## src/rtl/fetch_pkg.sv

```systemverilog
// -----------------------------------------------------------------------------
// fetch_pkg
//   Shared definitions for the instruction fetch stage: FSM state encoding,
//   PC increment, canonical NOP and the packed {pc, instr} buffer entry.
// -----------------------------------------------------------------------------
package fetch_pkg;

    typedef enum logic [1:0] {
        ST_IDLE  = 2'd0,   // first cycle after reset release, no fetch
        ST_RUN   = 2'd1,   // fetching one word per cycle when buffer has room
        ST_FAULT = 2'd2    // misaligned redirect target, PC frozen
    } fetch_state_e;

    localparam logic [31:0] PC_STEP       = 32'd4;
    localparam logic [31:0] NOP           = 32'h0000_0013;
    localparam int          FETCH_ENTRY_W = 64;

    typedef struct packed {
        logic [31:0] pc;
        logic [31:0] instr;
    } fetch_entry_t;

endpackage

```

## src/rtl/fetch_fifo.sv

```systemverilog
// -----------------------------------------------------------------------------
// fetch_fifo
//   Synchronous FIFO, DEPTH entries of W bits, combinational read of the head.
//   Flush has priority over push and pop. Simultaneous push+pop is legal when
//   full: the head is read before the write lands on the same slot.
// Ports
//   clk, rst_n : clock, asynchronous active-low reset
//   push, pop  : write din at tail / retire head
//   flush      : empty the FIFO (pointers and count to zero)
//   din, dout  : write data / head data
//   count      : number of valid entries, $clog2(DEPTH)+1 bits
//   full, empty: occupancy flags
// -----------------------------------------------------------------------------
module fetch_fifo #(
    parameter int DEPTH = 2,
    parameter int W     = 64
) (
    input  logic                       clk,
    input  logic                       rst_n,
    input  logic                       push,
    input  logic                       pop,
    input  logic                       flush,
    input  logic [W-1:0]               din,
    output logic [W-1:0]               dout,
    output logic [$clog2(DEPTH):0]     count,
    output logic                       full,
    output logic                       empty
);

    localparam int AW = $clog2(DEPTH);
    localparam int CW = AW + 1;

    logic [W-1:0]  r_mem [DEPTH];
    logic [AW-1:0] r_wr_ptr;
    logic [AW-1:0] r_rd_ptr;
    logic [CW-1:0] r_count;

    // NOTE: the storage is reset as well, so the head outputs read zero out of
    // reset; this is cheap at this depth and makes reset values deterministic.
    // NOTE: every state element is updated with non-blocking assignments so all
    // registers sample the same pre-edge values.
    always_ff @(posedge clk or negedge rst_n) begin
        if (!rst_n) begin
            for (int i = 0; i < DEPTH; i++) begin
                r_mem[i] <= '0;
            end
            r_wr_ptr <= '0;
            r_rd_ptr <= '0;
            r_count  <= '0;
        end else if (flush) begin
            r_wr_ptr <= '0;
            r_rd_ptr <= '0;
            r_count  <= '0;
        end else begin
            if (push) begin
                r_mem[r_wr_ptr] <= din;
                r_wr_ptr        <= r_wr_ptr + AW'(1);   // wraps modulo DEPTH
            end
            if (pop) begin
                r_rd_ptr <= r_rd_ptr + AW'(1);
            end
            r_count <= r_count + CW'(push) - CW'(pop);
        end
    end

    assign dout  = r_mem[r_rd_ptr];
    assign count = r_count;
    assign full  = (r_count == CW'(DEPTH));
    assign empty = (r_count == '0);

endmodule

```

## src/rtl/fetch_unit.sv

```systemverilog
// -----------------------------------------------------------------------------
// fetch_unit
//   Instruction fetch stage. Owns the PC, drives a combinational word-read
//   instruction memory port and buffers {pc, instr} pairs for decode.
// Ports
//   clk, rst_n      : clock, asynchronous active-low reset
//   imem_addr       : byte address to instruction memory (always the PC)
//   imem_instr      : instruction word for imem_addr, same cycle
//   redirect_valid  : load redirect_pc into the PC and flush the buffer
//   redirect_pc     : redirect target byte address
//   fetch_valid     : buffer head holds an instruction
//   fetch_instr     : head instruction
//   fetch_pc        : PC of head instruction
//   fetch_ready     : decode accepts the head this cycle
//   fetch_misalign  : sticky, last redirect target was not word aligned
// -----------------------------------------------------------------------------
module fetch_unit
    import fetch_pkg::*;
#(
    parameter logic [31:0] RESET_PC   = 32'h0000_0000,
    parameter int          FIFO_DEPTH = 2
) (
    input  logic        clk,
    input  logic        rst_n,
    output logic [31:0] imem_addr,
    input  logic [31:0] imem_instr,
    input  logic        redirect_valid,
    input  logic [31:0] redirect_pc,
    output logic        fetch_valid,
    output logic [31:0] fetch_instr,
    output logic [31:0] fetch_pc,
    input  logic        fetch_ready,
    output logic        fetch_misalign
);

    localparam int CW = $clog2(FIFO_DEPTH) + 1;

    fetch_state_e  r_state;
    fetch_state_e  w_next_state;
    logic [31:0]   r_pc;
    logic          r_misalign;

    logic          w_push;
    logic          w_pop;
    logic          w_pop_req;
    logic          w_redirect_bad;
    logic          w_full;
    logic          w_empty;
    logic [CW-1:0] w_count;
    fetch_entry_t  w_din;
    fetch_entry_t  w_dout;

    assign w_redirect_bad = (redirect_pc[1:0] != 2'b00);

    // ---------------- state register ----------------
    always_ff @(posedge clk or negedge rst_n) begin
        if (!rst_n) begin
            r_state <= ST_IDLE;
        end else begin
            r_state <= w_next_state;
        end
    end

    // ---------------- next-state logic ----------------
    // NOTE: the default assignment at the top keeps this block free of latches
    // whatever path the case statement takes.
    always_comb begin
        w_next_state = r_state;
        if (redirect_valid) begin
            w_next_state = w_redirect_bad ? ST_FAULT : ST_RUN;
        end else begin
            case (r_state)
                ST_IDLE:  w_next_state = ST_RUN;
                ST_RUN:   w_next_state = ST_RUN;
                ST_FAULT: w_next_state = ST_FAULT;
                default:  w_next_state = ST_IDLE;
            endcase
        end
    end

    // ---------------- output / control logic ----------------
    // A full buffer may still accept a push when the head leaves in the same
    // cycle; that keeps throughput at one word per cycle. A redirect kills
    // both the push and the pop (the flush discards the head anyway).
    always_comb begin
        w_pop_req = fetch_ready && !w_empty;
        w_pop     = w_pop_req && !redirect_valid;
        w_push    = (r_state == ST_RUN) && !redirect_valid && (!w_full || w_pop_req);
    end

    // ---------------- PC and sticky misalign flag ----------------
    always_ff @(posedge clk or negedge rst_n) begin
        if (!rst_n) begin
            r_pc       <= RESET_PC;
            r_misalign <= 1'b0;
        end else if (redirect_valid) begin
            r_pc       <= redirect_pc;
            r_misalign <= w_redirect_bad;
        end else if (w_push) begin
            r_pc       <= r_pc + PC_STEP;   // wraps modulo 2^32
        end
    end

    assign w_din = '{pc: r_pc, instr: imem_instr};

    fetch_fifo #(
        .DEPTH (FIFO_DEPTH),
        .W     (FETCH_ENTRY_W)
    ) u_fifo (
        .clk   (clk),
        .rst_n (rst_n),
        .push  (w_push),
        .pop   (w_pop),
        .flush (redirect_valid),
        .din   (w_din),
        .dout  (w_dout),
        .count (w_count),
        .full  (w_full),
        .empty (w_empty)
    );

    assign imem_addr      = r_pc;
    assign fetch_valid    = (w_count != '0);
    assign fetch_instr    = w_dout.instr;
    assign fetch_pc       = w_dout.pc;
    assign fetch_misalign = r_misalign;

endmodule

```

## config.mk

```make
export PLATFORM = sky130hd
export DESIGN_NAME = fetch_unit
export DESIGN_NICKNAME = d
export VERILOG_FILES = /design/src/rtl/fetch_pkg.sv /design/src/rtl/fetch_fifo.sv /design/src/rtl/fetch_unit.sv
export SDC_FILE = /design/constraint.sdc
export NUM_CORES = 1
export LEC_CHECK = 0
export ABC_CLOCK_PERIOD_IN_PS = 6600
export BUFFER_PORTS_ARGS = -buffer_cell sky130_fd_sc_hd__buf_2
export CAP_MARGIN = 0
export CORE_MARGIN = 5
export CORE_UTILIZATION = 45
export CTS_CLUSTER_DIAMETER = 40
export DETAILED_ROUTE_END_ITERATION = 10
export GPL_TIMING_DRIVEN = 0
export PLACE_DENSITY = 0.74
export SYNTH_ARGS = -nofsm -noshare
export SYNTH_HDL_FRONTEND = slang
export SYNTH_HIERARCHICAL = 1
export SYNTH_SLANG_ARGS = --single-unit
```

## constraint.sdc

```tcl
create_clock -name clk -period 6.6 [get_ports clk]
set_input_delay 0 -clock clk [delete_from_list [all_inputs] [get_ports clk]]
set_output_delay 0 -clock clk [all_outputs]
set_load 0.05 [all_outputs]
```

==> impl.org, run 1 <==
** Placed design
- In this run the cell area measured after placement is 9250 um2.
- Port buffering added between 150 and 200 buffers.
- The HPWL after detailed placement is 14.6 mm.
- GPL Wtd Cong :: 0.868
- Once placement completed, the tool counted placed cells totaling 992.

** STA
- Adding up every negative setup slack in the final design gives 0 ns.
- Relative slew margins :: 52.1%
- Setup repair after global routing left no endpoint under its margin.
- Worst slew pin tran :: 0.719 ns
- The worst path in the final design needs a cycle of 2.94 ns, including I/O delays and setup.
- Setup violations remaining at the end of the flow were counted as 0.
- Final-report hold violation count :: 0
- Post-route fraction of the period consumed by the critical path :: 44.5%
- Between clock sinks in the finished design, the worst skew comes to about 0.0079 ns.
- The number of slew-limit violations in the final report is 0.
- Worst Hold Margin :: 0.0420 ns
- Based on the critical path, the design can be clocked at up to 0.340 GHz.

** Floorplan
- Die Ht :: 144 um
- 166 I/O pins were placed.
- Starting utilization of the core area :: 45.4%
- The region available for standard cell placement spans 17,800 um2.
- The floorplan step defined a die boundary enclosing ~21,000 um2.
- Std cell rows :: 49
- Die X-Extent :: 144 um

** Synth
- Seq/Total Area, Yosys :: 51.6%
- Among all flip-flop cells after synthesis, the most frequent one is sky130_fd_sc_hd__dfrtp_1.
- By area the synthesized netlist is led by sky130_fd_sc_hd__dfrtp_1 (52%), sky130_fd_sc_hd__mux2_2 (18%), sky130_fd_sc_hd__mux2_4 (11%), sky130_fd_sc_hd__nand2_1 (1.9%), sky130_fd_sc_hd__buf_12 (1.5%).
- Average cell area after synthesis :: 13.6 um2
- During synthesis, Yosys emitted a total of 6 warnings.
- Area leader, netlist :: sky130_fd_sc_hd__dfrtp_1
- Number of distinct library cells after synthesis :: 53
- The number of nets in the synthesized netlist is 668.
- Synth Register Bits :: 167
- Number of enable-type register cells in the synthesized netlist :: 0
- Async SR Flop Fraction :: 100%
- The cell count after synthesis came out at between 500 and 600.
- After synthesis, the largest area contributor takes up around half of total cell area.
- Post-synth design cell area :: 8100 um2

** Final layout
- Final-layout fill cell count :: 1,450
- In the layout the commonest cells are sky130_fd_sc_hd__buf_2 (171), sky130_fd_sc_hd__dfrtp_1 (167), sky130_fd_sc_hd__mux2_2 (130), sky130_fd_sc_hd__dlygate4sd3_1 (66), sky130_fd_sc_hd__mux2_4 (60).
- Summed area of non-filler cells in the final layout :: 10,500 um2
- The post-route netlist has between 40% and 50% of its cells at a drive strength greater than 1.
- After the last flow step, the layout net total stands at 919.
- Leaving out filler cells and counting taps, the final layout contains 1,089.
- Compared with the post-synthesis result, the final layout area differs by 30.0%.
- Commonest non-fill, non-tap cell in the layout :: sky130_fd_sc_hd__buf_2
- The repair_antennas step left the layout with diodes totalling 0.

** Detailed routing
- After detailed routing, the number of remaining DRC violations is 0.
- Number of vias after detailed routing :: 5,813
- Summed over all layers, the routed wires come to 21.7 mm.
- Length of the first detailed-routing pass in iterations :: 4
- DRC marker count from the first detailed-route iteration :: 325
- Average wire per cell in the routed design :: 19.9 um
- Vias per inst :: 5.34
- Once detail routing completed, the nets flagged for antenna violations numbered 0.

** Run
- Max-cap violations in this run came to 0.

** Worst hold path
- The worst hold path belongs to the class in -> reg.
- Number of cells on the worst hold path :: 5
- For hold timing, the worst endpoint is u_fifo/r_rd_ptr.
- In this run the most critical hold path is launched from fetch_ready.

** Critical path
- Highest net fanout along the worst path :: 10
- Measured in cells, the most critical reg-to-reg path has a length of 9.
- Category of the critical setup timing path :: in -> reg
- At the worst endpoint, the required time is 6.91 ns.
- Arr. time, crit path :: 3.25 ns
- Worst reg2reg startpoint :: u_fifo/count[0]
- The worst setup path is captured at a flop.
- Worst setup path startpoint :: redirect_valid
- In this run the critical register-to-register path is captured at u_fifo/r_mem[105].
- The worst register-to-register path has a setup slack of 3.77 ns.
- Critical Path Start Type :: input port

** Power and ir drop
- Total leakage power :: just over 5 nW
- Pwr dens :: 366 nW/um2
- Across the VDD grid, the largest voltage drop is 0.000337 V.
- Tot Pwr :: 3.85 mW

** GRT
- The initial antenna violation count came to 0.
- Maximum number of pins on one net before global-route repair :: roughly 100
- Global-route wire length before repair :: around 33 mm
- The via count of the first global-routing pass came to around 6,000.
- Total track usage :: 20.9%
- Summed over all layers, the global routing overflow is 0.

** CTS
- CTS Hold Bufs :: 66
- Once the clock tree was built, the setup fixing pass inserted 0 buffers.
- Maximum buffer depth of the clock tree :: 2
- The later pin in the worst-skew pair is clocked with a latency of 0.42 ns.
- The tree built by TritonCTS fans out to 167 sinks.
- H-tree levels :: 4
- TritonCTS clock tree :: yes
- Number of resized instances in the post-cts repair step :: 0
- CTS Root Cell :: sky130_fd_sc_hd__clkbuf_16
- Clock buffers created by TritonCTS :: 17
- After clock tree synthesis, the clock-pin slew on the worst setup and hold paths is 0.06 ns.

** Outcome
- Result of the run :: finished, final reports clean
-- cell type report --
class,instances,area [um2],share of cell area [%]
timing repair buffer,232,1520,14.5
sequential,167,4180,39.7
clock buffer,20,447,4.24
buffer,31,283,2.68
clock inverter,11,174,1.65
inverter,11,41.3,0.392
tap,229,287,2.72
multi-input combinational,388,3600,34.2
-- sequential cells by signal (all words and copies together), names as in the netlist --
register         count
fetch_misalign       1
u_fifo/r_wr_ptr      1
imem_addr           32
r_state              2
u_fifo/count         2
u_fifo/r_rd_ptr      1
u_fifo/r_mem       128
-- synthesized netlist by cell type (2+ instances only) --
cell                       instances
sky130_fd_sc_hd__dfrtp_1         167
sky130_fd_sc_hd__xor2_1            2
sky130_fd_sc_hd__nor3b_1           2
sky130_fd_sc_hd__a22oi_1           4
sky130_fd_sc_hd__clkbuf_1          7
sky130_fd_sc_hd__a32oi_1           3
sky130_fd_sc_hd__o21ai_0          20
sky130_fd_sc_hd__nand3_1          18
sky130_fd_sc_hd__nand2_1          41
sky130_fd_sc_hd__ha_1              3
sky130_fd_sc_hd__and3_1            2
sky130_fd_sc_hd__nor2_1           23
sky130_fd_sc_hd__buf_2             7
sky130_fd_sc_hd__mux2i_1           3
sky130_fd_sc_hd__mux2_4           60
sky130_fd_sc_hd__buf_6             8
sky130_fd_sc_hd__o211ai_1          7
sky130_fd_sc_hd__nor2b_1           7
sky130_fd_sc_hd__nor4_1            2
sky130_fd_sc_hd__buf_12            6
sky130_fd_sc_hd__nand3b_1          4
sky130_fd_sc_hd__a21oi_1           7
sky130_fd_sc_hd__nand4_1           4
sky130_fd_sc_hd__buf_1             3
sky130_fd_sc_hd__o221ai_1          2
sky130_fd_sc_hd__mux2_1            5
sky130_fd_sc_hd__or4_1             5
sky130_fd_sc_hd__o311ai_0         10
sky130_fd_sc_hd__inv_1            10
sky130_fd_sc_hd__xnor2_1           2
sky130_fd_sc_hd__nand2b_1          2
sky130_fd_sc_hd__mux2_2          130
-- cells by family after synthesis --
family | Yosys count | synth area share (%)
compound gates | 60 | 5.05
simple gates | 122 | 7.94
mux | 198 | 30.3
flops | 167 | 51.6
buf+inv | 42 | 4.00
fa+ha+maj | 3 | 0.463
xor+xnor | 5 | 0.710
-- through the flow --
step	setup WS [ns]	utilization, %
final	3.66	59.0
after global routing	3.50	59.0
after CTS	3.73	59.0
after detailed placement	3.83	51.9
after global placement	2.87	51.6
after floorplan	4.33	-
-- critical path, stage by stage --
cell and delay (ns):
sky130_fd_sc_hd__dlygate4sd3_1 0.52, sky130_fd_sc_hd__buf_2 0.20, sky130_fd_sc_hd__clkbuf_1 0.53, sky130_fd_sc_hd__buf_1 0.54
sky130_fd_sc_hd__clkbuf_1 0.47, sky130_fd_sc_hd__nor2_1 0.16, sky130_fd_sc_hd__ha_1 0.31, sky130_fd_sc_hd__inv_1 0.04
sky130_fd_sc_hd__ha_1 0.28, sky130_fd_sc_hd__and2b_2 0.20
-- power breakdown --
group / leakage, nW / total (mW) / switching, mW / internal (mW)
Clock: 0.293 / 1.06 / 0.412 / 0.644
Sequential: 2.14 / 1.39 / 0.146 / 1.24
Combinational: 2.70 / 1.41 / 0.922 / 0.484
-- per-layer routing --
metal  GRT usage [%]  up-vias  share of wire, %
met4            5.35        0               1.4
met1            27.0     2939                43
met3            5.16       20               6.8
li1                -     2666                 -
met2            35.5      188                49
met5               0        -                 0
-- how the worst max path moves through the flow --
stage	slack, ns	endpoint
CTS	3.73	u_fifo/count[0]
detailed placement	3.83	u_fifo/count[0]
floorplan	4.33	imem_addr[22]
finish	3.66	u_fifo/count[0]
global placement	2.87	u_fifo/r_mem[126]
global route	3.50	u_fifo/count[0]
No activity file was read; power rests on OpenSTA's default activity.
==> run 2, diff against run 1 <==
--- a/config.mk
+++ b/config.mk
@@ -5,7 +5,7 @@
 export SDC_FILE = /design/constraint.sdc
 export NUM_CORES = 1
 export LEC_CHECK = 0
-export ABC_CLOCK_PERIOD_IN_PS = 6600
+export ABC_CLOCK_PERIOD_IN_PS = 3000
 export BUFFER_PORTS_ARGS = -buffer_cell sky130_fd_sc_hd__buf_2
 export CAP_MARGIN = 0
 export CORE_MARGIN = 5
==> constraint.sdc (replaced) <==
create_clock -name clk -period 3 [get_ports clk]
set_input_delay 0 -clock clk [delete_from_list [all_inputs] [get_ports clk]]
set_output_delay 0 -clock clk [all_outputs]
set_load 0.05 [all_outputs]
==> impl.org, run 2 (synthesis gave the netlist of run 1 again) <==
** Outcome
- Result of the run: finished, final reports clean (unchanged).

** Floorplan
- Die Ht :: 144 um (unchanged)
- Standard cell core area :: 17,800 um2 (unchanged)
- The die width is 144 um (unchanged).
- The number of top-level pins was 166 (unchanged).
- The die area came to 20,800 um2 (unchanged).
- The initial core utilization came to 45.4% (unchanged).
- Std cell rows :: 49 (unchanged)

** Final layout
- The most common cell after layout, fill and taps aside was sky130_fd_sc_hd__buf_2 (unchanged).
- The largest register by flop count was u_fifo/r_mem (unchanged).
- Final core utilization :: 59.0% (about the same)
- Summed area of non-filler cells in the final layout :: 10,500 um2 (about the same)
- Most used cells in the layout excluding fill and tap cells :: sky130_fd_sc_hd__buf_2 (171), sky130_fd_sc_hd__dfrtp_1 (167), sky130_fd_sc_hd__mux2_2 (130), sky130_fd_sc_hd__dlygate4sd3_1 (66), sky130_fd_sc_hd__mux2_4 (60) (unchanged)
- Area growth syn-to-layout :: 30.0% (about the same)
- Max FFs per register :: 128 (unchanged)
- The fraction of final layout cells with drive strength greater than 1 came to 48.5% (was 48.4%).
- The number of diodes added for antenna fixing was 0 (unchanged).
- Post-layout net count :: 918 (was 919)

** STA
- The number of hold violations in the final report came to 0 (unchanged).
- Post-route fraction of the period consumed by the critical path :: 92.1%
- Crit path time final :: between 2 and 3 ns
- The actual transition at the worst max-transition pin is 0.634 ns (was 0.719 ns).
- Max-slew violations :: 0 (unchanged)
- The post-route setup TNS came to 0 ns (unchanged).
- Relative slew margins :: 57.7% (was 52.1%)
- Unrepaired setup endpoints after global routing: false (unchanged).
- The count of final setup violators is 0 (unchanged).
- Post-route clock skew :: 0.00661 ns (was 0.00792 ns)
- Based on the critical path, the design can be clocked at up to 0.362 GHz.

** Critical path
- The arrival time at the worst endpoint came to 3.07 ns (was 3.25 ns).
- Cells along the critical path :: dlygate4sd3_1, buf_2, clkbuf_1, clkbuf_2, clkbuf_1, nor2_1, ha_1, inv_1, ha_1, and2b_2 (was dlygate4sd3_1, buf_2, clkbuf_1, buf_1, clkbuf_1, nor2_1, ha_1, inv_1, ha_1, and2b_2)
- Slowest stage cell on the critical path :: sky130_fd_sc_hd__dlygate4sd3_1 (was sky130_fd_sc_hd__buf_1)
- Critical Path Start Type :: input port (unchanged)
- The maximum fanout encountered on the critical timing path came to 10 (unchanged).
- The cell depth of the worst flop-to-flop path is 7 (was 9).
- Slack of the worst reg-to-reg path :: 0.65 ns (was 3.77 ns)
- The startpoint of the worst register-to-register path is r_state[1] (was u_fifo/count[0]).
- The worst setup path category is in -> reg (unchanged).
- Delay of the slowest critical-path stage :: 0.52 ns (was 0.54 ns)
- Reg2Reg Capture Point :: u_fifo/r_mem[107] (was u_fifo/r_mem[105])
- The category of the worst setup path capture point was a flop (unchanged).
- The required time of the critical path was 3.31 ns (was 6.91 ns).

** Detailed routing
- Vias per inst :: 5.35 (was 5.34)
- The total via count in the routed design is 5,824 (was 5,813).
- Average wire per cell in the routed design :: 19.9 um (about the same)
- Routed Antenna Nets :: 0 (unchanged)
- The first-iteration detailed-routing DRC count is 320 (was 325).
- Total wire length :: 21.6 mm (was 21.7 mm)
- Number of design rule violations left after detail routing :: 0 (unchanged)
- The iteration count of the initial detailed-routing pass came to 5 (was 4).

** CTS
- The depth of the CTS H-tree came to 4 (unchanged).
- Clock-pin slew on the worst setup and hold paths :: 0.06 ns (about the same)
- The maximum clock insertion buffer count is 2 (unchanged).
- TritonCTS sink count :: 167 (unchanged)
- The clock tree from TritonCTS is yes (unchanged).
- Clock buffers created by TritonCTS :: 17 (unchanged)
- The clock latency of the later-clocked register in the worst-skew pair is 0.42 ns (about the same).
- The number of buffers added for setup after CTS came to 0 (unchanged).
- CTS Root Cell :: sky130_fd_sc_hd__clkbuf_16 (unchanged)

** Run
- Max capacitance violation total :: 0 (unchanged)

** Placed design
- The area after detailed placement is 9250 um2 (unchanged).
- The routability congestion estimate is 0.868 (unchanged).
- The half-perimeter wire length of the detailed placement result came to 14.6 mm (unchanged).
- # port buffers :: 165 (unchanged)

** Power and ir drop
- The share of total power in the clock network is 27.4% (about the same).
- Seq pwr share :: 36.1% (about the same)
- Net Sw Frac :: 38.4% (about the same)
- Pint :: 5.22 mW (was 2.37 mW)
- The static leakage was 5.14 nW (was 5.13 nW).
- The combinational fraction of design power was 36.5% (about the same).
- The power density relative to cell area was 804 nW/um2 (was 366 nW/um2).
- The total power consumption of the routed design came to 8.47 mW (was 3.85 mW).
- The maximum vdd drop was 0.000741 V (was 0.000337 V).
- The power dissipated by switching net loads was 3.25 mW (was 1.48 mW).

** GRT
- Total track usage :: 20.9% (unchanged)
- Aggregate global routing overflow :: 0 (unchanged)
- Global-route wire length before repair :: 33.3 mm (unchanged)
- The initial antenna violation count was 0 (unchanged).
- Via count of the first global-routing pass :: 6,105 (unchanged)
- The largest net degree at the start of global routing was 103 (unchanged).

** Worst hold path
- The worst hold path depth is 5 (unchanged).
- The path class of the lowest-slack min-delay path is in -> reg (unchanged).
- Startpoint of the tightest hold check path :: fetch_ready (unchanged)
- Worst Hold Endpoint :: u_fifo/r_rd_ptr (unchanged)
==> run 2: cell types whose count changed in the layout (fill, tap and decap cells not counted) <==
cell | previous run | this run
sky130_fd_sc_hd__buf_1 | 3 | 1
sky130_fd_sc_hd__clkbuf_2 | 0 | 1
==> run 2: per-stage QoR <==
| step | worst slack (ns) | cells | hold WS, ns |
|---|---|---|---|
| 3_5_place_dp | 0.229 | 992 | -0.0107 |
| 4_1_cts | 0.129 | 1089 | 0.00531 |
| 5_1_grt | 0.0721 | 1088 | 0.0565 |
| 6_report | 0.236 | 1088 | 0.0329 |
| 3_3_place_gp | -0.729 | 991 | 0.221 |
| 2_1_floorplan | 0.729 | 597 | -0.296 |
==> run 2: timing repair <==
action / 4_1_cts / 5_1_grt
hold buffers: 66 / 0
hold endpoints to repair: 168 / 0
resized for setup: 0 / 1
endpoints found under the setup margin: 0 / 4
==> run 2: cell type report <==
cell class / count / area (um2)
clock inverters: 11 / 174
flip-flops and latches: 167 / 4180
plain buffers: 30 / 280
fillers: 1451 / 7310
multi-input cells: 388 / 3600
inverters: 11 / 41.3
well taps: 229 / 287
repair buffers: 232 / 1520
clock buffers: 20 / 447
==> run 2: how the worst max path moves through the flow <==
stage                                    to            from  slack [ns]
final                       u_fifo/count[0]  redirect_valid        0.24
after global routing        u_fifo/count[0]  redirect_valid        0.07
after CTS                   u_fifo/count[0]  redirect_valid        0.13
after detailed placement    u_fifo/count[0]  redirect_valid        0.23
after global placement    u_fifo/r_mem[126]           rst_n       -0.73
after floorplan               imem_addr[22]    imem_addr[2]        0.73
==> run 2: routing by layer <==
layer	global-route usage (%)	wire [um]
met1	27.0	9230
met2	35.5	10700
met3	5.16	1420
met4	5.35	332
met5	0	0
==> run 2: worst max-delay path: cells and delay by family <==
kind          cells  cell delay (ns)
simple gates      2             0.36
buf+inv           6             2.13
fa+ha+maj         2             0.59
==> run 2: power by group through the flow <==
stage               combinational (mW)  clock [mW]  sequential, mW
floorplan                         2.24           0            3.15
finish                            3.09        2.32            3.06
global placement                  2.98           0            3.06
detailed placement                3.02           0            3.09
global route                      3.25        2.47            3.12
CTS                               3.10        2.39            3.06
==> run 3, diff against run 2 <==
--- a/config.mk
+++ b/config.mk
@@ -5,7 +5,7 @@
 export SDC_FILE = /design/constraint.sdc
 export NUM_CORES = 1
 export LEC_CHECK = 0
-export ABC_CLOCK_PERIOD_IN_PS = 3000
+export ABC_CLOCK_PERIOD_IN_PS = 2200
 export BUFFER_PORTS_ARGS = -buffer_cell sky130_fd_sc_hd__buf_2
 export CAP_MARGIN = 0
 export CORE_MARGIN = 5
@@ -13,7 +13,8 @@
 export CTS_CLUSTER_DIAMETER = 40
 export DETAILED_ROUTE_END_ITERATION = 10
 export GPL_TIMING_DRIVEN = 0
-export PLACE_DENSITY = 0.74
+export PLACE_DENSITY = 0.76
+export SETUP_SLACK_MARGIN = 0.3
 export SYNTH_ARGS = -nofsm -noshare
 export SYNTH_HDL_FRONTEND = slang
 export SYNTH_HIERARCHICAL = 1
==> constraint.sdc (replaced) <==
create_clock -name clk -period 2.2 [get_ports clk]
set_input_delay 0 -clock clk [delete_from_list [all_inputs] [get_ports clk]]
set_output_delay 0 -clock clk [all_outputs]
set_load 0.05 [all_outputs]
==> impl.org, run 3 (synthesis gave the netlist of run 1 again) <==
** Final layout
- Most used cells in the layout excluding fill and tap cells: sky130_fd_sc_hd__buf_2 (167), sky130_fd_sc_hd__dfrtp_1 (147), sky130_fd_sc_hd__mux2_4 (124), sky130_fd_sc_hd__mux2_2 (71), sky130_fd_sc_hd__dlygate4sd3_1 (67) (was sky130_fd_sc_hd__buf_2 (171), sky130_fd_sc_hd__dfrtp_1 (167), sky130_fd_sc_hd__mux2_2 (130), sky130_fd_sc_hd__dlygate4sd3_1 (66), sky130_fd_sc_hd__mux2_4 (60)).
- The most common cell after layout, fill and taps aside is sky130_fd_sc_hd__buf_2 (unchanged).
- The number of nets in the layout is 959 (was 918).
- Area growth syn-to-layout :: 43.0% (was 30.0%)
- Ratio of cells with drive above 1 in the final layout :: 55.6% (was 48.5%)
- The number of diodes added for antenna fixing is 0 (unchanged).
- The flip-flop count of the largest register after layout came to 128 (unchanged).
- Most flops, register :: u_fifo/r_mem (unchanged)
- Final core utilization :: 64.9% (was 59.0%)

** Critical path
- Arr. time, crit path :: 2.35 ns (was 3.07 ns)
- Worst path bufs/invs :: 5 (was 6)
- The setup slack on the worst flop-to-flop path is 0.15 ns (was 0.65 ns).
- Required time worst endpoint :: 2.50 ns (was 3.31 ns)
- The end of the worst register-to-register path was u_fifo/r_mem[79] (was u_fifo/r_mem[107]).
- Number of cells on the worst reg-to-reg path :: 10 (was 7)
- Cells along the critical path :: nor2_1, nand2b_4, a21bo_4, inv_4, buf_8, nor3b_4, buf_6, buf_12, buf_12, mux2_4 (was dlygate4sd3_1, buf_2, clkbuf_1, clkbuf_2, clkbuf_1, nor2_1, ha_1, inv_1, ha_1, and2b_2)
- Library cell appearing most often on the critical path :: sky130_fd_sc_hd__buf_12
- Category of the critical setup timing path :: reg -> reg (was in -> reg)
- Delay of the slowest critical-path stage :: 0.39 ns (was 0.52 ns)
- The startpoint type of the worst setup path was a flop (was input port).
- The kind of cell adding the most delay to the critical path is buffers and inverters (unchanged).
- CP Capture Type :: flop (unchanged)
- The startpoint of the worst register-to-register path is u_fifo/count[1] (was r_state[1]).
- Highest net fanout along the worst path :: 10 (unchanged)
- The critical path's slowest cell was sky130_fd_sc_hd__dfrtp_1 (was sky130_fd_sc_hd__dlygate4sd3_1).

** GRT
- Aggregate global routing overflow :: 0 (unchanged)
- Global-route wire length before repair :: 35.5 mm (was 33.3 mm)
- The largest net degree at the start of global routing was 111 (was 103).
- Total track usage :: 22.2% (was 20.9%)
- Antenna violations before repair :: 0 (unchanged)
- Via count of the first global-routing pass :: 6,334 (was 6,105)

** CTS
- Maximum buffer depth of the clock tree :: 2 (unchanged)
- The clock latency of the later-clocked register in the worst-skew pair was 0.42 ns (about the same).
- The clock-pin transition on the worst setup and hold timing paths came to 0.06 ns (about the same).
- Clock buffers created by TritonCTS :: 17 (unchanged)
- TritonCTS sink count :: 167 (unchanged)
- CTS Root Cell :: sky130_fd_sc_hd__clkbuf_16 (unchanged)
- The depth of the CTS H-tree came to 4 (unchanged).
- TritonCTS clock tree :: yes (unchanged)

** Placed design
- GPL Wtd Cong :: 0.885 (was 0.868)
- # port buffers :: 165 (unchanged)
- The half-perimeter wire length of the detailed placement result is 14.9 mm (was 14.6 mm).

** Floorplan
- Die X-Extent :: 144 um (unchanged)
- The number of top-level pins came to 166 (unchanged).
- Starting utilization of the core area :: 45.4% (unchanged)
- Standard cell core area :: 17,800 um2 (unchanged)
- Die Footprint :: 20,800 um2 (unchanged)
- The floorplan die height is 144 um (unchanged).
- The number of rows created at floorplan came to 49 (unchanged).

** Run
- The max-capacitance violation count was 0 (unchanged).

** Power and ir drop
- The total power consumption of the routed design is 12.1 mW (was 8.47 mW).
- Pwr dens :: 1040 nW/um2 (was 804 nW/um2)
- Total leakage power :: 5.68 nW (was 5.14 nW)
- Worst vdd rail ir drop :: 0.00121 V (was 0.000741 V)

** STA
- Max Freq :: 0.489 GHz
- Crit path time final :: 2.05 ns
- The actual transition at the worst max-transition pin was 0.700 ns (was 0.634 ns).
- The worst slew slack as a fraction of its limit is 53.3% (was 57.7%).
- The post-route setup TNS came to 0 ns (unchanged).
- Count of final setup violators :: 0 (unchanged)
- Worst Hold Margin :: 0.0598 ns (was 0.0329 ns)
- Unrepaired setup endpoints after global routing: true (was false).
- The worst setup skew after layout came to 0.00790 ns (was 0.00661 ns).
- The number of slew-limit violations in the final report was 0 (unchanged).
- The number of hold violations in the final report was 0 (unchanged).
- Post-route fraction of the period consumed by the critical path :: between 90% and 100%

** Worst hold path
- Hold/Removal Path Class :: in -> reg (unchanged)
- The start point of the worst min-delay path was fetch_ready (unchanged).
- The capture endpoint of the worst hold path is u_fifo/r_rd_ptr (unchanged).
- Number of cells on the worst hold path :: 5 (unchanged)

** Detailed routing
- Number of vias after detailed routing :: 6,088 (was 5,824)
- Total wire length :: 24.1 mm (was 21.6 mm)
- Routed Antenna Nets :: 0 (unchanged)
- Vias per inst :: 5.39 (was 5.35)
- DRC marker count from the first detailed-route iteration :: 364 (was 320)
- The routed length per instance is 21.3 um (was 19.9 um).
- The iteration count of the initial detailed-routing pass is 7 (was 5).
- The number of remaining DRC errors was 0 (unchanged).

** Outcome
- Result of the run: finished, final reports clean (unchanged).
## run 3: timing repair
action / in CTS / in global routing
hold endpoints to repair: 159 / 0
gates cloned: 3 / 8
hold buffers: 67 / 0
endpoints found under the setup margin: 198 / 179
resized for setup: 45 / 17
pin swaps: 8 / 4
setup buffers: 19 / 9
## run 3: stage by stage
step | setup WS (ns) | cells | area (um2)
after global routing | 0.0760 | 1130 | 11600
final | 0.153 | 1130 | 11600
after CTS | 0.141 | 1113 | 11300
after floorplan | 0.218 | 597 | 8390
after detailed placement | -0.668 | 992 | 9540
after global placement | -1.78 | 991 | 9500
## run 3: routing by layer
metal  share of wire, %  global-route usage, %
met3                7.1                   6.35
met2                 49                   37.0
met5                  0                      0
met4                1.5                   5.79
met1                 43                   28.7
## run 3: cell type report
type	instances	area [um2]
Inverter	11	43.8
Fill cell	1281	6260
Tap cell	229	287
Clock inverter	8	145
Buffer	31	402
Clock buffer	24	482
Multi-Input combinational cell	388	3930
Sequential cell	167	4200
Timing Repair Buffer	272	2090
## run 3: worst min-delay path, stage by stage
cell and delay [ns]:
sky130_fd_sc_hd__buf_2 0.12, sky130_fd_sc_hd__nand2b_4 0.08, sky130_fd_sc_hd__nor2_1 0.07, sky130_fd_sc_hd__xnor2_1 0.13
sky130_fd_sc_hd__nor2_1 0.04
## run 3: power breakdown
group | total (mW) | internal (mW) | switching (mW) | leakage, nW
clock network | 3.20 | 1.99 | 1.21 | 0.300
logic | 4.64 | 1.78 | 2.86 | 3.26
registers | 4.22 | 3.74 | 0.479 | 2.12
## run 3: how the worst max path moves through the flow
stage | from | endpoint | slack (ns) | cells after the start
floorplan | r_state[1] | u_fifo/r_mem[123] | 0.22 | 8
global placement | rst_n | imem_addr[16] | -1.78 | 1
detailed placement | redirect_valid | u_fifo/count[1] | -0.67 | 10
CTS | r_state[1] | u_fifo/r_mem[94] | 0.14 | 9
global route | r_state[1] | u_fifo/r_mem[85] | 0.08 | 9
finish | u_fifo/count[1] | u_fifo/r_mem[79] | 0.15 | 10
